**config.mk**
```make
export PLATFORM = sky130hd
export DESIGN_NAME = entropy_ac_level_vlc
export DESIGN_NICKNAME = d
export VERILOG_FILES = /design/src/rtl/entropy_vlc_pkg.sv /design/src/rtl/entropy_vlc_codeword.sv /design/src/rtl/entropy_ac_level_vlc.sv
export SDC_FILE = /design/constraint.sdc
export NUM_CORES = 1
export LEC_CHECK = 0
export ABC_AREA = 1
export ABC_CLOCK_PERIOD_IN_PS = 4550
export CORE_MARGIN = 2
export CORE_UTILIZATION = 58
export CTS_BUF_LIST = sky130_fd_sc_hd__clkbuf_8 sky130_fd_sc_hd__clkbuf_16
export CTS_CLUSTER_DIAMETER = 30
export DETAILED_ROUTE_END_ITERATION = 16
export PLACE_DENSITY = 0.79
export SLEW_MARGIN = 25
export SYNTH_ARGS = -nofsm -noshare
export SYNTH_HDL_FRONTEND = slang
export SYNTH_SLANG_ARGS = --single-unit
```
**constraint.sdc**
```tcl
create_clock -name clk -period 4.55 [get_ports clk]
set_input_delay 0.455 -clock clk [delete_from_list [all_inputs] [get_ports clk]]
set_output_delay 0.455 -clock clk [all_outputs]
set_load 0.02 [all_outputs]
```
**src/rtl/entropy_vlc_pkg.sv**
```systemverilog
// Shared codebook table, codebook field helpers and the CODE_W width check
// used by the ProRes VLC coders (AC level, AC run, DC).
`ifndef ENTROPY_VLC_PKG_SV
`define ENTROPY_VLC_PKG_SV

`define ENTROPY_VLC_CHECK_CODE_W(code_w, coeff_w) \
    if ((code_w) < 2 * (coeff_w) + 2) begin : g_code_w_check \
        $error("entropy_vlc: CODE_W must be at least 2*COEFF_W+2"); \
    end

package entropy_vlc_pkg;

    localparam int unsigned CB_W    = 8;
    localparam int unsigned LEV_W   = 4;
    localparam int unsigned LEV_MAX = 9;

    // Index 0 is the rightmost entry.
    localparam logic [9:0][CB_W-1:0] LEV_TO_CB = {
        8'h4C, 8'h28, 8'h28, 8'h28, 8'h28,
        8'h04, 8'h06, 8'h05, 8'h0A, 8'h04
    };

    function automatic logic [CB_W-1:0] lev_to_cb(input logic [LEV_W-1:0] lev);
        return (lev > LEV_W'(LEV_MAX)) ? LEV_TO_CB[LEV_MAX] : LEV_TO_CB[lev];
    endfunction

    function automatic logic [1:0] cb_switch(input logic [CB_W-1:0] cb);
        return 2'(cb);
    endfunction

    function automatic logic [2:0] cb_exp_k(input logic [CB_W-1:0] cb);
        return 3'(cb >> 2);
    endfunction

    function automatic logic [2:0] cb_rice_k(input logic [CB_W-1:0] cb);
        return 3'(cb >> 5);
    endfunction

endpackage

`endif

```
**src/rtl/entropy_vlc_codeword.sv**
```systemverilog
// Unified Rice / Exp-Golomb codeword generator: stage 2 picks the path and the
// exponent, stage 3 assembles the right-aligned {code, sign} and its length.
module entropy_vlc_codeword
    import entropy_vlc_pkg::*;
#(
    parameter int unsigned VAL_W  = 20,
    parameter int unsigned CODE_W = 48,
    parameter int unsigned LEN_W  = $clog2(CODE_W + 1)
) (
    input  logic              clk,
    input  logic              reset_n,
    input  logic              i_en,
    input  logic              i_valid,
    input  logic [VAL_W-1:0]  i_val,
    input  logic [CB_W-1:0]   i_cb,
    input  logic              i_sign,
    input  logic              i_nul,
    input  logic              i_sop,
    input  logic              i_eop,
    output logic              o_valid,
    output logic [CODE_W-1:0] o_code,
    output logic [LEN_W-1:0]  o_len,
    output logic              o_sop,
    output logic              o_eop
);
    // Headroom for the (switch+1)<<rice_k and 1<<exp_k offsets.
    localparam int unsigned T_W = VAL_W + 8;
    localparam int unsigned E_W = $clog2(T_W);

    logic [T_W-1:0] w_val_x;
    logic [T_W-1:0] w_thr;
    logic [T_W-1:0] w_t;
    logic           w_rice;
    logic [E_W-1:0] w_e;

    logic             r_s2_valid;
    logic             r_s2_rice;
    logic [T_W-1:0]   r_s2_t;
    logic [E_W-1:0]   r_s2_e;
    logic [VAL_W-1:0] r_s2_val;
    logic [CB_W-1:0]  r_s2_cb;
    logic             r_s2_sign;
    logic             r_s2_nul;
    logic             r_s2_sop;
    logic             r_s2_eop;

    assign w_val_x = T_W'(i_val);
    assign w_thr   = (T_W'(cb_switch(i_cb)) + T_W'(1)) << cb_rice_k(i_cb);
    assign w_rice  = w_val_x < w_thr;
    assign w_t     = w_val_x - w_thr + (T_W'(1) << cb_exp_k(i_cb));

    // floor(log2(t)): position of the highest set bit.
    always_comb begin
        w_e = '0;
        for (int i = 0; i < int'(T_W); i++) begin
            if (w_t[i]) w_e = E_W'(i);
        end
    end

    always_ff @(posedge clk or negedge reset_n) begin
        if (!reset_n) begin
            r_s2_valid <= 1'b0;
            r_s2_rice  <= 1'b0;
            r_s2_t     <= '0;
            r_s2_e     <= '0;
            r_s2_val   <= '0;
            r_s2_cb    <= '0;
            r_s2_sign  <= 1'b0;
            r_s2_nul   <= 1'b0;
            r_s2_sop   <= 1'b0;
            r_s2_eop   <= 1'b0;
        end else if (i_en) begin
            r_s2_valid <= i_valid;
            r_s2_rice  <= w_rice;
            r_s2_t     <= w_t;
            r_s2_e     <= w_e;
            r_s2_val   <= i_val;
            r_s2_cb    <= i_cb;
            r_s2_sign  <= i_sign;
            r_s2_nul   <= i_nul;
            r_s2_sop   <= i_sop;
            r_s2_eop   <= i_eop;
        end
    end

    logic [1:0]       w_sw;
    logic [2:0]       w_ek;
    logic [2:0]       w_rk;
    logic [T_W-1:0]   w_rice_val;
    logic [LEN_W-1:0] w_rice_len;
    logic [LEN_W-1:0] w_exp_len;

    assign w_sw = cb_switch(r_s2_cb);
    assign w_ek = cb_exp_k(r_s2_cb);
    assign w_rk = cb_rice_k(r_s2_cb);

    // Leading zeros carry no value, so only the terminating '1' and tail matter.
    assign w_rice_val = (T_W'(1) << w_rk) | (T_W'(r_s2_val) & ((T_W'(1) << w_rk) - T_W'(1)));
    assign w_rice_len = LEN_W'(r_s2_val >> w_rk) + LEN_W'(w_rk) + LEN_W'(2);
    assign w_exp_len  = LEN_W'(r_s2_e) + LEN_W'(r_s2_e) + LEN_W'(w_sw) + LEN_W'(2) - LEN_W'(w_ek);

    always_ff @(posedge clk or negedge reset_n) begin
        if (!reset_n) begin
            o_valid <= 1'b0;
            o_code  <= '0;
            o_len   <= '0;
            o_sop   <= 1'b0;
            o_eop   <= 1'b0;
        end else if (i_en) begin
            o_valid <= r_s2_valid;
            o_sop   <= r_s2_sop;
            o_eop   <= r_s2_eop;
            if (r_s2_nul) begin
                o_code <= '0;
                o_len  <= '0;
            end else begin
                o_code <= CODE_W'({(r_s2_rice ? w_rice_val : r_s2_t), r_s2_sign});
                o_len  <= r_s2_rice ? w_rice_len : w_exp_len;
            end
        end
    end

endmodule

```
**src/rtl/entropy_ac_level_vlc.sv**
```systemverilog
// ProRes AC-level entropy coder: adaptive-codebook VLC of |level|-1 plus sign.
// Optional per-slice bit count on slice_bits when AC_LEVEL_STATS_EN is defined.
module entropy_ac_level_vlc
    import entropy_vlc_pkg::*;
#(
    parameter int unsigned COEFF_W = 20,
    parameter int unsigned CODE_W  = 48,
    parameter int unsigned LEN_W   = $clog2(CODE_W + 1)
) (
    input  logic               clk,
    input  logic               reset_n,
    input  logic               in_valid,
    output logic               in_ready,
    input  logic [COEFF_W-1:0] in_coeff,
    input  logic               in_sop,
    input  logic               in_eop,
    output logic               out_valid,
    input  logic               out_ready,
    output logic [CODE_W-1:0]  out_code,
    output logic [LEN_W-1:0]   out_len,
    output logic               out_sop,
    output logic               out_eop
`ifdef AC_LEVEL_STATS_EN
    ,
    output logic [31:0]        slice_bits
`endif
);
    localparam int unsigned ABS_W = COEFF_W + 1;

    `ENTROPY_VLC_CHECK_CODE_W(CODE_W, COEFF_W)

    logic               w_advance;
    logic               w_accept;
    logic               w_sign;
    logic               w_nonzero;
    logic [ABS_W-1:0]   w_ext;
    logic [ABS_W-1:0]   w_abs;
    logic [COEFF_W-1:0] w_val;
    logic [LEV_W-1:0]   w_lev;
    logic [LEV_W-1:0]   w_prev_use;

    logic               r_s1_valid;
    logic [COEFF_W-1:0] r_s1_val;
    logic [CB_W-1:0]    r_s1_cb;
    logic               r_s1_sign;
    logic               r_s1_nul;
    logic               r_s1_sop;
    logic               r_s1_eop;
    logic [LEV_W-1:0]   r_prev;

    assign w_advance = !out_valid || out_ready;
    assign in_ready  = w_advance;
    assign w_accept  = in_valid && w_advance;

    // Absolute value at COEFF_W+1 bits so the most-negative input is exact.
    assign w_sign     = in_coeff[COEFF_W-1];
    assign w_nonzero  = |in_coeff;
    assign w_ext      = {w_sign, in_coeff};
    assign w_abs      = w_sign ? (~w_ext + ABS_W'(1)) : w_ext;
    assign w_val      = COEFF_W'(w_abs - ABS_W'(1));
    assign w_lev      = (w_abs > ABS_W'(LEV_MAX)) ? LEV_W'(LEV_MAX) : LEV_W'(w_abs);
    assign w_prev_use = in_sop ? LEV_W'(1) : r_prev;

    always_ff @(posedge clk or negedge reset_n) begin
        if (!reset_n) begin
            r_s1_valid <= 1'b0;
            r_s1_val   <= '0;
            r_s1_cb    <= '0;
            r_s1_sign  <= 1'b0;
            r_s1_nul   <= 1'b0;
            r_s1_sop   <= 1'b0;
            r_s1_eop   <= 1'b0;
        end else if (w_advance) begin
            r_s1_valid <= w_accept && (w_nonzero || in_sop || in_eop);
            r_s1_val   <= w_val;
            r_s1_cb    <= lev_to_cb(w_prev_use);
            r_s1_sign  <= w_sign;
            r_s1_nul   <= !w_nonzero;
            r_s1_sop   <= in_sop;
            r_s1_eop   <= in_eop;
        end
    end

    // Codebook context: zeros leave it alone, a zero sop still restarts it.
    always_ff @(posedge clk or negedge reset_n) begin
        if (!reset_n) begin
            r_prev <= LEV_W'(1);
        end else if (w_accept) begin
            if (w_nonzero) r_prev <= w_lev;
            else if (in_sop) r_prev <= LEV_W'(1);
        end
    end

    entropy_vlc_codeword #(
        .VAL_W  (COEFF_W),
        .CODE_W (CODE_W),
        .LEN_W  (LEN_W)
    ) u_codeword (
        .clk     (clk),
        .reset_n (reset_n),
        .i_en    (w_advance),
        .i_valid (r_s1_valid),
        .i_val   (r_s1_val),
        .i_cb    (r_s1_cb),
        .i_sign  (r_s1_sign),
        .i_nul   (r_s1_nul),
        .i_sop   (r_s1_sop),
        .i_eop   (r_s1_eop),
        .o_valid (out_valid),
        .o_code  (out_code),
        .o_len   (out_len),
        .o_sop   (out_sop),
        .o_eop   (out_eop)
    );

`ifdef AC_LEVEL_STATS_EN
    logic [31:0] r_acc;
    logic [32:0] w_sum;
    logic [31:0] w_acc_next;

    assign w_sum      = {1'b0, r_acc} + 33'(out_len);
    assign w_acc_next = out_sop ? 32'(out_len) : (w_sum[32] ? '1 : w_sum[31:0]);

    // Saturating per-slice bit count, published on the eop beat.
    always_ff @(posedge clk or negedge reset_n) begin
        if (!reset_n) begin
            r_acc      <= '0;
            slice_bits <= '0;
        end else if (out_valid && out_ready) begin
            r_acc <= w_acc_next;
            if (out_eop) slice_bits <= w_acc_next;
        end
    end
`endif

endmodule

```
==> flow_summary.ini <==
[run_status]
run_status = finished, final reports clean

[cts]
htreeDepth = 4
cts_setup_buffers = 0
path_clk_slew_ns = 0.06
clockRootBuffer = clkbuf_16
hold_buffers = 0
cts_buffers = 17
clkSinkCount = 127
clk_path_buf_depth = 2
cts_resized = 0
insertion_delay_ns = 0.42
cts_tree = done

[grt]
grt_overflow = 0
antenna_found_initial = 0
grt_pass1_vias = 6441
grt_pass1_wl_um = 30070
grt_max_degree = 105
grtUsageTotal_pct = 25.36

[setup_path]
slowest_delay_ns = 0.47
r2r-start = r_s1_cb[0]$_DFFE_PN0N_
crit_end = u_codeword.r_s2_e[2]$_DFFE_PN0N_
crit_chain = ha_1 > o21ai_0 > nor2_1 > a31oi_1 > fa_1 > ha_1 > nand2_1 > inv_1 > nand3_2 > nand2_2 > nand2_2 > nand2_2 > nand2_2 > nand2_2 > nand3_2 > nand2_2 > xor2_1 > nand2_1 > nor2_1 > nand2_1 > nand2_1 > nand2_1 > nand2_1 > o21ai_2
start_kind = register
worstPathRequired_ns = 4.85
cpMaxStageDelayCell = fa_1
startpoint = r_s1_cb[0]$_DFFE_PN0N_
crit_family = simple AND/OR/NAND/NOR gates
path_buf_inv = 1
worstPathArrival_ns = 4.14
crit-reg2reg-capture = u_codeword.r_s2_e[2]$_DFFE_PN0N_
critPathKind = register to register
cp.depth = 24
r2r_slack_ns = 0.71
cp_max_fo = 6
worst_r2r_path_depth = 24
worstSetupEndpointType = register

[placement]
io_buffers = 64
gp_congestion = 0.9456
post-dp-hpwl_um = 12830

[final_layout]
fin_util_pct = 68.70
ff_latch_area_um2 = 3179
mostFrequentLayoutCells = 237 x nand2_1, 135 x inv_1, 126 x dfrtp_1
multi_input_area_um2 = 4208
drive_above_1_share_pct = 8.183
final_common_cell = nand2_1
antenna_cells = 0
syn2layout_area_growth_pct = 16.59
fillerInstances = 1171
nets = 1180

[die]
die_x_um = 122.3
start_util_pct = 58.93
num_io_pins = 84
core_um2 = 13770
fp-row-count = 43
die_h_um = 122.3
design.die.area_um2 = 14960

[detailed_routing]
initialDrtViolationCount = 480
postRouteAntennaNets = 0
vias_per_cell = 5.316
detailroute.via_count = 6868
drt-total-wl_um = 17550
dr.pass1.iters = 5
drc = 0
wire_per_inst_um = 13.59

[sta]
min_period_over_period_pct = 84.46
worst_pin_slew_ns = 0.9408
finalSetupTns_ns = 0
period_needed_ns = 3.843
hold_violations = 0
rsz0062_at_grt = false
finalClockSkew_ns = 0.006121
fmax_ghz = 0.2602
setup-violations-final = 0
slew_headroom_pct = 37.28
maxSlewViolCount = 0

[synth]
synth_area_leaders = dfrtp_1 39%, nand2_1 11%, ha_1 7.4%, inv_1 6.2%, o21ai_0 5.9%
yosys.area.top_type_share_pct = 38.85
synth_area_um2 = 8117
ys_dominant_reg_cell = dfrtp_1
yosysUniqueCellTypes = 54
ys_async_sr_fraction_pct = 100.0
synth_edf_count = 0
postSynthAreaPerCell_um2 = 7.774
synth_warnings = 0
ys_ff_latch = 127
netlist_instances = 1044
yosysSeqAreaShare_pct = 39.17
synth_area_leader_cell = dfrtp_1

[pwr]
switching_power_w = 0.003069
total_leakage_power_nw = 4.578
p_per_area_nw_per_um2 = 741.0
clkPwrFrac_pct = 20.8
sequentialPowerShare_pct = 27.2
comb_power_share_pct = 52.0
ir_worst_vdd_uv = 403.4
switching_share_pct = 43.76
intPower_w = 0.003943

[job]
maxCapViolations = 0

[hold_path]
hold_path_class = input pin to async pin
-- cell families (layout without fill, tap and decap cells) --
| logic type | after synthesis | count (layout) | synth area share (%) |
|---|---|---|---|
| simple gates | 441 | 441 | 23.74 |
| compound gates | 198 | 198 | 14.49 |
| buf+inv | 193 | 243 | 9.912 |
| flops | 127 | 127 | 39.17 |
| fa+ha+maj | 55 | 55 | 9.126 |
| xor+xnor | 28 | 28 | 3.391 |
| other cells | 1 | 19 | 0.04620 |
| mux | 1 | 1 | 0.1233 |
-- power groups by stage --
stage	registers [W]	logic, W	clock network [W]
global route	0.00196	0.00418	0.00152
detailed placement	0.00192	0.00359	0
CTS	0.00190	0.00364	0.00146
global placement	0.00190	0.00352	0
finish	0.00191	0.00365	0.00146
floorplan	0.00202	0.00248	0
-- Yosys cell counts (all sizes together), types with 11 or more instances --
library cell	instances
a21oi	43
a31oi	11
a32o	17
buf	23
clkbuf	29
dfrtp	126
ha	48
inv	139
nand2	252
nand3	46
nor2	104
nor3	13
o21ai	105
xor2	24
-- metrics by stage --
step	hold WS (ns)	worst slack, ns	power, W	instance area [um2]	instances
after floorplan	0.1594	1.089	0.004495	8184	1062
after global placement	0.4340	0.8172	0.005421	8825	1260
after detailed placement	0.4334	0.7493	0.005505	8825	1260
after CTS	0.05896	0.7140	0.007012	9463	1292
after global routing	0.09130	0.2603	0.007656	9463	1292
final	0.04036	0.7070	0.007012	9463	1292
-- worst reg2reg max path: stages, from the launching register on --
cell	delay, ns
dfrtp_1	0.40
ha_1	0.33
o21ai_0	0.21
nor2_1	0.06
a31oi_1	0.25
fa_1	0.47
ha_1	0.39
nand2_1	0.09
inv_1	0.09
nand3_2	0.09
nand2_2	0.08
nand2_2	0.06
nand2_2	0.07
nand2_2	0.06
nand2_2	0.08
nand3_2	0.07
nand2_2	0.11
xor2_1	0.24
nand2_1	0.11
nor2_1	0.14
nand2_1	0.07
nand2_1	0.07
nand2_1	0.05
nand2_1	0.07
o21ai_2	0.05
-- layout make-up --
| cell class | count | area share, % |
|---|---|---|
| multi-input combinational | 742 | 44.47 |
| sequential | 127 | 33.60 |
| timing repair buffer | 70 | 7.219 |
| inverter | 141 | 5.593 |
| clock buffer | 19 | 4.786 |
| tap | 180 | 2.380 |
| clock inverter | 13 | 1.957 |
-- registers in the layout, summed over array words and instances (netlist names), 4 cells and up --
register             count
r_prev                   4
r_s1_cb                  6
r_s1_val                20
u_codeword.o_code       29
u_codeword.o_len         6
u_codeword.r_s2_cb       6
u_codeword.r_s2_e        5
u_codeword.r_s2_t       28
u_codeword.r_s2_val      9
-- layer usage --
layer / global-route usage [%] / wire length, um / up-vias
met2: 39.90 / 8147 / 157
met3: 4.786 / 747 / 28
li1: - / - / 3472
met4: 9.698 / 472 / 0
met1: 34.94 / 8185 / 3211
met5: 0 / 0 / -
-- worst min path at each step --
stage | startpoint | end | slack, ns | depth (start not counted)
3_5_place_dp | u_codeword.r_s2_valid$_DFFE_PN0N_ | u_codeword.o_valid$_DFFE_PN0N_ | 0.43 | 2
5_1_grt | reset_n | u_codeword.r_s2_t[8]$_DFFE_PN0N_ | 0.09 | 1
3_3_place_gp | u_codeword.r_s2_valid$_DFFE_PN0N_ | u_codeword.o_valid$_DFFE_PN0N_ | 0.43 | 2
4_1_cts | reset_n | u_codeword.r_s2_t[8]$_DFFE_PN0N_ | 0.06 | 1
6_report | reset_n | u_codeword.r_s2_t[8]$_DFFE_PN0N_ | 0.04 | 1
2_1_floorplan | reset_n | r_prev[1]$_DFFE_PN0P_ | 0.16 | 0
Power figures use the tool's default switching activity.
